### config.mk
export PLATFORM = sky130hd
export DESIGN_NAME = reg_writeback_queue_flat
export DESIGN_NICKNAME = d
export VERILOG_FILES = /design/src/rtl/reg_writeback_queue_if.sv /design/src/rtl/reg_writeback_queue.sv /design/src/flat_wrapper.sv
export SDC_FILE = /design/constraint.sdc
export NUM_CORES = 1
export LEC_CHECK = 0
export ABC_CLOCK_PERIOD_IN_PS = 2100
export CELL_PAD_IN_SITES_DETAIL_PLACEMENT = 1
export CELL_PAD_IN_SITES_GLOBAL_PLACEMENT = 2
export CORE_ASPECT_RATIO = 0.8
export CORE_UTILIZATION = 36
export CTS_BUF_LIST = sky130_fd_sc_hd__clkbuf_8
export DETAILED_ROUTE_END_ITERATION = 6
export PLACE_DENSITY_LB_ADDON = 0.1
export SYNTH_ARGS = -nofsm -noshare
export SYNTH_HDL_FRONTEND = slang
export SYNTH_SLANG_ARGS = --single-unit
export TNS_END_PERCENT = 30
### constraint.sdc
create_clock -name clk -period 2.1 [get_ports clk]
set_input_delay 0.21 -clock clk [delete_from_list [all_inputs] [get_ports clk]]
set_output_delay 0.21 -clock clk [all_outputs]
set_load 0.02 [all_outputs]
### src/rtl/reg_writeback_queue_if.sv
// Handshake bundle between the writeback requesters (ALU, load unit) and the
// writeback queue, plus the register-file write port the queue drives.
interface reg_writeback_queue_if #(
   parameter int DATA_W = 16,
   parameter int ADDR_W = 3
);
   logic              alu_valid;
   logic              alu_ready;
   logic [ADDR_W-1:0] alu_dest;
   logic [DATA_W-1:0] alu_data;
   logic              mem_valid;
   logic              mem_ready;
   logic [ADDR_W-1:0] mem_dest;
   logic [DATA_W-1:0] mem_data;
   logic              reg_write_en;
   logic [ADDR_W-1:0] reg_write_dest;
   logic [DATA_W-1:0] reg_write_data;

   modport master (
      output alu_valid, alu_dest, alu_data,
      output mem_valid, mem_dest, mem_data,
      input  alu_ready, mem_ready,
      input  reg_write_en, reg_write_dest, reg_write_data
   );

   modport slave (
      input  alu_valid, alu_dest, alu_data,
      input  mem_valid, mem_dest, mem_data,
      output alu_ready, mem_ready,
      output reg_write_en, reg_write_dest, reg_write_data
   );
endinterface

### src/rtl/reg_writeback_queue.sv
// In-order writeback FIFO feeding the register-file write port, with a pending-write
// hazard lookup. Define WB_BYPASS_EN to add the pend_data forwarding port.
module reg_writeback_queue #(
   parameter int DATA_W = 16,
   parameter int ADDR_W = 3,
   parameter int DEPTH  = 4
) (
   input  logic                      clk,
   input  logic                      rst_n,
   reg_writeback_queue_if.slave      bus,
   input  logic                      drain_hold,
   input  logic [ADDR_W-1:0]         pend_addr,
   output logic                      pend_hit,
`ifdef WB_BYPASS_EN
   output logic [DATA_W-1:0]         pend_data,
`endif
   output logic [$clog2(DEPTH):0]    count
);

   localparam int PW = $clog2(DEPTH);
   localparam int CW = PW + 1;

   typedef struct packed {
      logic [ADDR_W-1:0] dest;
      logic [DATA_W-1:0] data;
   } entry_t;

   entry_t            fifo_q [DEPTH];
   entry_t            fifo_d [DEPTH];
   logic [PW-1:0]     wp_q, wp_d;
   logic [PW-1:0]     rp_q, rp_d;
   logic [CW-1:0]     count_q, count_d;
   logic              wr_en_q, wr_en_d;
   logic [ADDR_W-1:0] wr_dest_q, wr_dest_d;
   logic [DATA_W-1:0] wr_data_q, wr_data_d;

   logic   full;
   logic   push_mem, push_alu, push, pop;
   entry_t push_entry;

   // Readiness ignores a same-cycle pop, so a full queue never accepts.
   always_comb begin
      full          = (count_q == CW'(DEPTH));
      bus.mem_ready = rst_n && !full;
      bus.alu_ready = rst_n && !full && !bus.mem_valid;
      push_mem      = bus.mem_valid && bus.mem_ready;
      push_alu      = bus.alu_valid && bus.alu_ready;
      push          = push_mem || push_alu;
      pop           = (count_q != '0) && !drain_hold;
      push_entry    = push_mem ? entry_t'{bus.mem_dest, bus.mem_data}
                               : entry_t'{bus.alu_dest, bus.alu_data};
   end

   always_comb begin
      fifo_d    = fifo_q;
      wp_d      = wp_q;
      rp_d      = rp_q;
      count_d   = count_q;
      wr_en_d   = 1'b0;
      wr_dest_d = wr_dest_q;
      wr_data_d = wr_data_q;
      if (push) begin
         fifo_d[wp_q] = push_entry;
         wp_d         = wp_q + PW'(1);
      end
      if (pop) begin
         rp_d      = rp_q + PW'(1);
         wr_en_d   = 1'b1;
         wr_dest_d = fifo_q[rp_q].dest;
         wr_data_d = fifo_q[rp_q].data;
      end
      case ({push, pop})
         2'b10:   count_d = count_q + CW'(1);
         2'b01:   count_d = count_q - CW'(1);
         default: count_d = count_q;
      endcase
   end

   always_ff @(posedge clk) begin
      if (!rst_n) begin
         wp_q      <= '0;
         rp_q      <= '0;
         count_q   <= '0;
         wr_en_q   <= 1'b0;
         wr_dest_q <= '0;
         wr_data_q <= '0;
      end else begin
         wp_q      <= wp_d;
         rp_q      <= rp_d;
         count_q   <= count_d;
         wr_en_q   <= wr_en_d;
         wr_dest_q <= wr_dest_d;
         wr_data_q <= wr_data_d;
      end
   end

   // Storage needs no reset: occupancy alone decides which entries are live.
   always_ff @(posedge clk) begin
      fifo_q <= fifo_d;
   end

   // Scan output stage first, then oldest to newest, so the youngest match wins.
   logic [PW-1:0] scan_idx;
`ifdef WB_BYPASS_EN
   logic [DATA_W-1:0] fwd_data;
`endif
   always_comb begin
      pend_hit = 1'b0;
      scan_idx = '0;
`ifdef WB_BYPASS_EN
      fwd_data = '0;
`endif
      if (wr_en_q && (wr_dest_q == pend_addr)) begin
         pend_hit = 1'b1;
`ifdef WB_BYPASS_EN
         fwd_data = wr_data_q;
`endif
      end
      for (int i = 0; i < DEPTH; i++) begin
         scan_idx = rp_q + PW'(i);
         if ((CW'(i) < count_q) && (fifo_q[scan_idx].dest == pend_addr)) begin
            pend_hit = 1'b1;
`ifdef WB_BYPASS_EN
            fwd_data = fifo_q[scan_idx].data;
`endif
         end
      end
   end

`ifdef WB_BYPASS_EN
   assign pend_data = fwd_data;
`endif

   assign bus.reg_write_en   = wr_en_q;
   assign bus.reg_write_dest = wr_dest_q;
   assign bus.reg_write_data = wr_data_q;
   assign count              = count_q;

endmodule
### src/flat_wrapper.sv
// flat-port wrapper written by rule: the top's interface ports become plain ports
module reg_writeback_queue_flat 
#(
   parameter int DATA_W = 16,
   parameter int ADDR_W = 3,
   parameter int DEPTH  = 4
)
  (clk, rst_n, drain_hold, pend_addr, pend_hit, count, bus_alu_valid, bus_alu_dest, bus_alu_data, bus_mem_valid, bus_mem_dest, bus_mem_data, bus_alu_ready, bus_mem_ready, bus_reg_write_en, bus_reg_write_dest, bus_reg_write_data);
  reg_writeback_queue_if #(.DATA_W(DATA_W), .ADDR_W(ADDR_W)) bus_i ();
  input  logic clk;
  input  logic rst_n;
  input  logic drain_hold;
  input  logic [ADDR_W-1:0] pend_addr;
  output logic pend_hit;
  output logic [$clog2(DEPTH):0] count;
  input wire logic [$bits(bus_i.alu_valid)-1:0] bus_alu_valid;
  input wire logic [$bits(bus_i.alu_dest)-1:0] bus_alu_dest;
  input wire logic [$bits(bus_i.alu_data)-1:0] bus_alu_data;
  input wire logic [$bits(bus_i.mem_valid)-1:0] bus_mem_valid;
  input wire logic [$bits(bus_i.mem_dest)-1:0] bus_mem_dest;
  input wire logic [$bits(bus_i.mem_data)-1:0] bus_mem_data;
  output wire logic [$bits(bus_i.alu_ready)-1:0] bus_alu_ready;
  output wire logic [$bits(bus_i.mem_ready)-1:0] bus_mem_ready;
  output wire logic [$bits(bus_i.reg_write_en)-1:0] bus_reg_write_en;
  output wire logic [$bits(bus_i.reg_write_dest)-1:0] bus_reg_write_dest;
  output wire logic [$bits(bus_i.reg_write_data)-1:0] bus_reg_write_data;
  assign bus_i.alu_valid = bus_alu_valid;
  assign bus_i.alu_dest = bus_alu_dest;
  assign bus_i.alu_data = bus_alu_data;
  assign bus_i.mem_valid = bus_mem_valid;
  assign bus_i.mem_dest = bus_mem_dest;
  assign bus_i.mem_data = bus_mem_data;
  assign bus_alu_ready = bus_i.alu_ready;
  assign bus_mem_ready = bus_i.mem_ready;
  assign bus_reg_write_en = bus_i.reg_write_en;
  assign bus_reg_write_dest = bus_i.reg_write_dest;
  assign bus_reg_write_data = bus_i.reg_write_data;
  reg_writeback_queue #(.DATA_W(DATA_W), .ADDR_W(ADDR_W), .DEPTH(DEPTH)) u_core (.clk(clk), .rst_n(rst_n), .bus(bus_i), .drain_hold(drain_hold), .pend_addr(pend_addr), .pend_hit(pend_hit), .count(count));
endmodule
==> flow_summary.ini, run 1 <==
[status]
outcome = finished, violations left
violations = setup timing

[worst_setup_path]
critical_path_class = register to primary output
cp_cell_sequence = mux4_2 > xor2_1 > a2111oi_2 > o32ai_1 > nand3_1 > buf_6
worst-endpoint-arrival_ns = 2.16
timing.critical_path.slowest_stage_cell = mux4_2
worst_path_largest_cell_delay_ns = 0.53
r2r_setup_slack_ns = 0.09
start_kind = register
crit_path_end_kind = primary output
crit_fanout = 5
required_ns = 1.89

[global_routing]
grt.overflow.total = 0
grt_pass1_vias = 2846
antenna_found_initial = 0
grtUsageTotal = 0.160
grt_first_pass_wirelength_mm = 15.3
grt_max_degree = 28

[sta]
skew_ns = 0.0105
hold_viol = 0
maxSlewViolCount = 0
slew_headroom = 0.785
holdWs_ns = 0.470
worst_pin_slew_ns = 0.323
fmax_mhz = 422
fin_tns_setup_ns = -0.269
rsz0062_at_grt = true
min_period_ns = 2.37
setup_ws_ns = -0.269
setup_viol = 1
period_share = 1.13

[synthesis]
yosysWarnings = 0
synthesis.area_um2 = 4580
syn_inst = 291
synth-edff-count = 76
synthFlopType = edfxtp_1
ys_types = 32
ys_seq_elements = 103
yosysSeqAreaShare = 0.617
syn_avg_cell_area_um2 = 15.7
syn-num-nets = 346
async_flop_share = 0

[routing]
drcViolationCount = 0
vias = 2710
drt_iter0_drc = 71
totalWireLength_mm = 9.74
ant_nets = 0
viasPerCell = 4.78
drt_pass1_iterations = 4
routedWlPerCell_um = 17.2

[flow_run]
drv_cap = 0

[cts]
clk_path_buf_depth = 2
cts_root_buffer = clkbuf_8
ctsHoldBuffers = 0
path_clk_slew_ns = 0.10
cts_max_level = 3
clk_latency_ns = 0.37
clock-sinks = 103
cts_buffers = 9
cts_tree = done

[finish]
drive_above_1_share = 0.273
layout_common_cells = edfxtp_1, clkdlybuf4s50_1, nand2_1
final_cells = 567
fill_cells = 1212
num_antenna_cells = 0
syn_to_final_growth_pct = 32.1
fin_util = 0.492
final_common_cell = edfxtp_1
nets = 446
postLayoutCellArea_um2 = 6050

[floorplan]
die_area_um2 = 13200
num_io_pins = 72
core_um2 = 12300
die_h_um = 103
rows = 36
start_util = 0.372
die_w_um = 128

[placed_design]
post_dp_cell_area_um2 = 5790
dp.cells = 550
place_ws_ns = -0.424
place_congestion = 0.718
io_buffer_count = 71
dp_hpwl_mm = 6.78

[hold_path]
worstHoldPathType = register to register

[power_and_ir_drop]
power_mw = 6.27
vdd_ir_drop_max_uv = 398
p_leak_nw = 2.03
p_per_area_nw_per_um2 = 1040
## power breakdown
group / switching [mW] / internal, mW / total [mW]
combinational: 1.04 / 1.14 / 2.18
sequential: 0.143 / 2.46 / 2.61
clock: 0.658 / 0.822 / 1.48
total: 1.84 / 4.42 / 6.27
## path summary, 6_finish.rpt
check	from	to	depth (start not counted)
worst min-delay path	u_core.bus.reg_write_data[14]$_SDFFE_PN0P_	u_core.bus.reg_write_data[14]$_SDFFE_PN0P_	2
worst max register to register	u_core.count[0]$_SDFFE_PN0P_	u_core.count[2]$_SDFFE_PN0P_	9
worst min register to register	u_core.bus.reg_write_data[14]$_SDFFE_PN0P_	u_core.bus.reg_write_data[14]$_SDFFE_PN0P_	2
worst max-delay path	u_core.rp_q[0]$_SDFFE_PN0P_	pend_hit	6
## sequential cells by signal, indices dropped and copies added (netlist names)
| name | flops |
|---|---|
| u_core.count | 3 |
| u_core.bus.reg_write_en | 1 |
| u_core.wp_q | 2 |
| u_core.bus.reg_write_data | 16 |
| u_core.rp_q | 2 |
| u_core.fifo_q | 76 |
| u_core.bus.reg_write_dest | 3 |
## layout make-up
class / instances / area (um^2) / share of cell area
clock buffers: 10 / 138 / 0.0228
clock inverters: 6 / 108 / 0.0178
inverters: 7 / 26.3 / 0.00435
multi-input cells: 165 / 1660 / 0.275
flip-flops and latches: 103 / 2840 / 0.469
well taps: 171 / 214 / 0.0354
repair buffers: 105 / 1060 / 0.176
## synth_stat cells (7+ instances only)
| library cell | instances | area, um^2 |
|---|---|---|
| mux2_2 | 19 | 214 |
| edfxtp_1 | 76 | 2280 |
| xor2_1 | 9 | 78.8 |
| a21boi_0 | 20 | 150 |
| clkbuf_1 | 8 | 30.0 |
| nand2_1 | 40 | 150 |
| inv_1 | 7 | 26.3 |
| xnor2_1 | 11 | 96.3 |
| dfxtp_1 | 27 | 541 |
| and2_1 | 10 | 62.6 |
| ha_1 | 9 | 113 |
| mux4_2 | 26 | 586 |
## critical path: cells and delay by family, from the launching register on
family          cells  cell delay (ns)
compound gates      2             0.47
xor+xnor            1             0.17
buf+inv             1             0.12
flops               1             0.40
mux                 1             0.53
simple gates        1             0.10
## cells by family (layout without fill, tap and decap cells)
logic type / count (synthesis) / in the layout / share of synthesized area
XOR/XNOR: 20 / 20 / 0.0383
flip-flops: 103 / 103 / 0.617
buffers and inverters: 23 / 128 / 0.0241
AO/OA/AOI/OAI: 29 / 29 / 0.0489
multiplexers: 49 / 49 / 0.191
AND/OR/NAND/NOR: 58 / 58 / 0.0569
adder cells (fa/ha/maj): 9 / 9 / 0.0246
## repair_timing
action                                  CTS  global route
endpoints found under the setup margin    3             3
cloned                                    0             0
gates resized for setup                  13             3
buffers inserted                          1             0
## metal layers
| layer | up-vias | wire length, um | GRT usage |
|---|---|---|---|
| li1 | 1286 | - | - |
| met1 | 1364 | 4750 | 0.208 |
| met2 | 50 | 4570 | 0.272 |
| met3 | 10 | 351 | 0.0457 |
| met4 | 0 | 72 | 0.0299 |
| met5 | - | 0 | 0 |
Note: power is estimated with default switching activity, not from simulation.
==> inputs of run 2 (changes only) <==
- ABC_CLOCK_PERIOD_IN_PS: 2100 -> not set
- CAP_MARGIN: not set -> 0
==> results of run 2 <==
The final DEF is identical to that of run 1; final timing and power are the same.
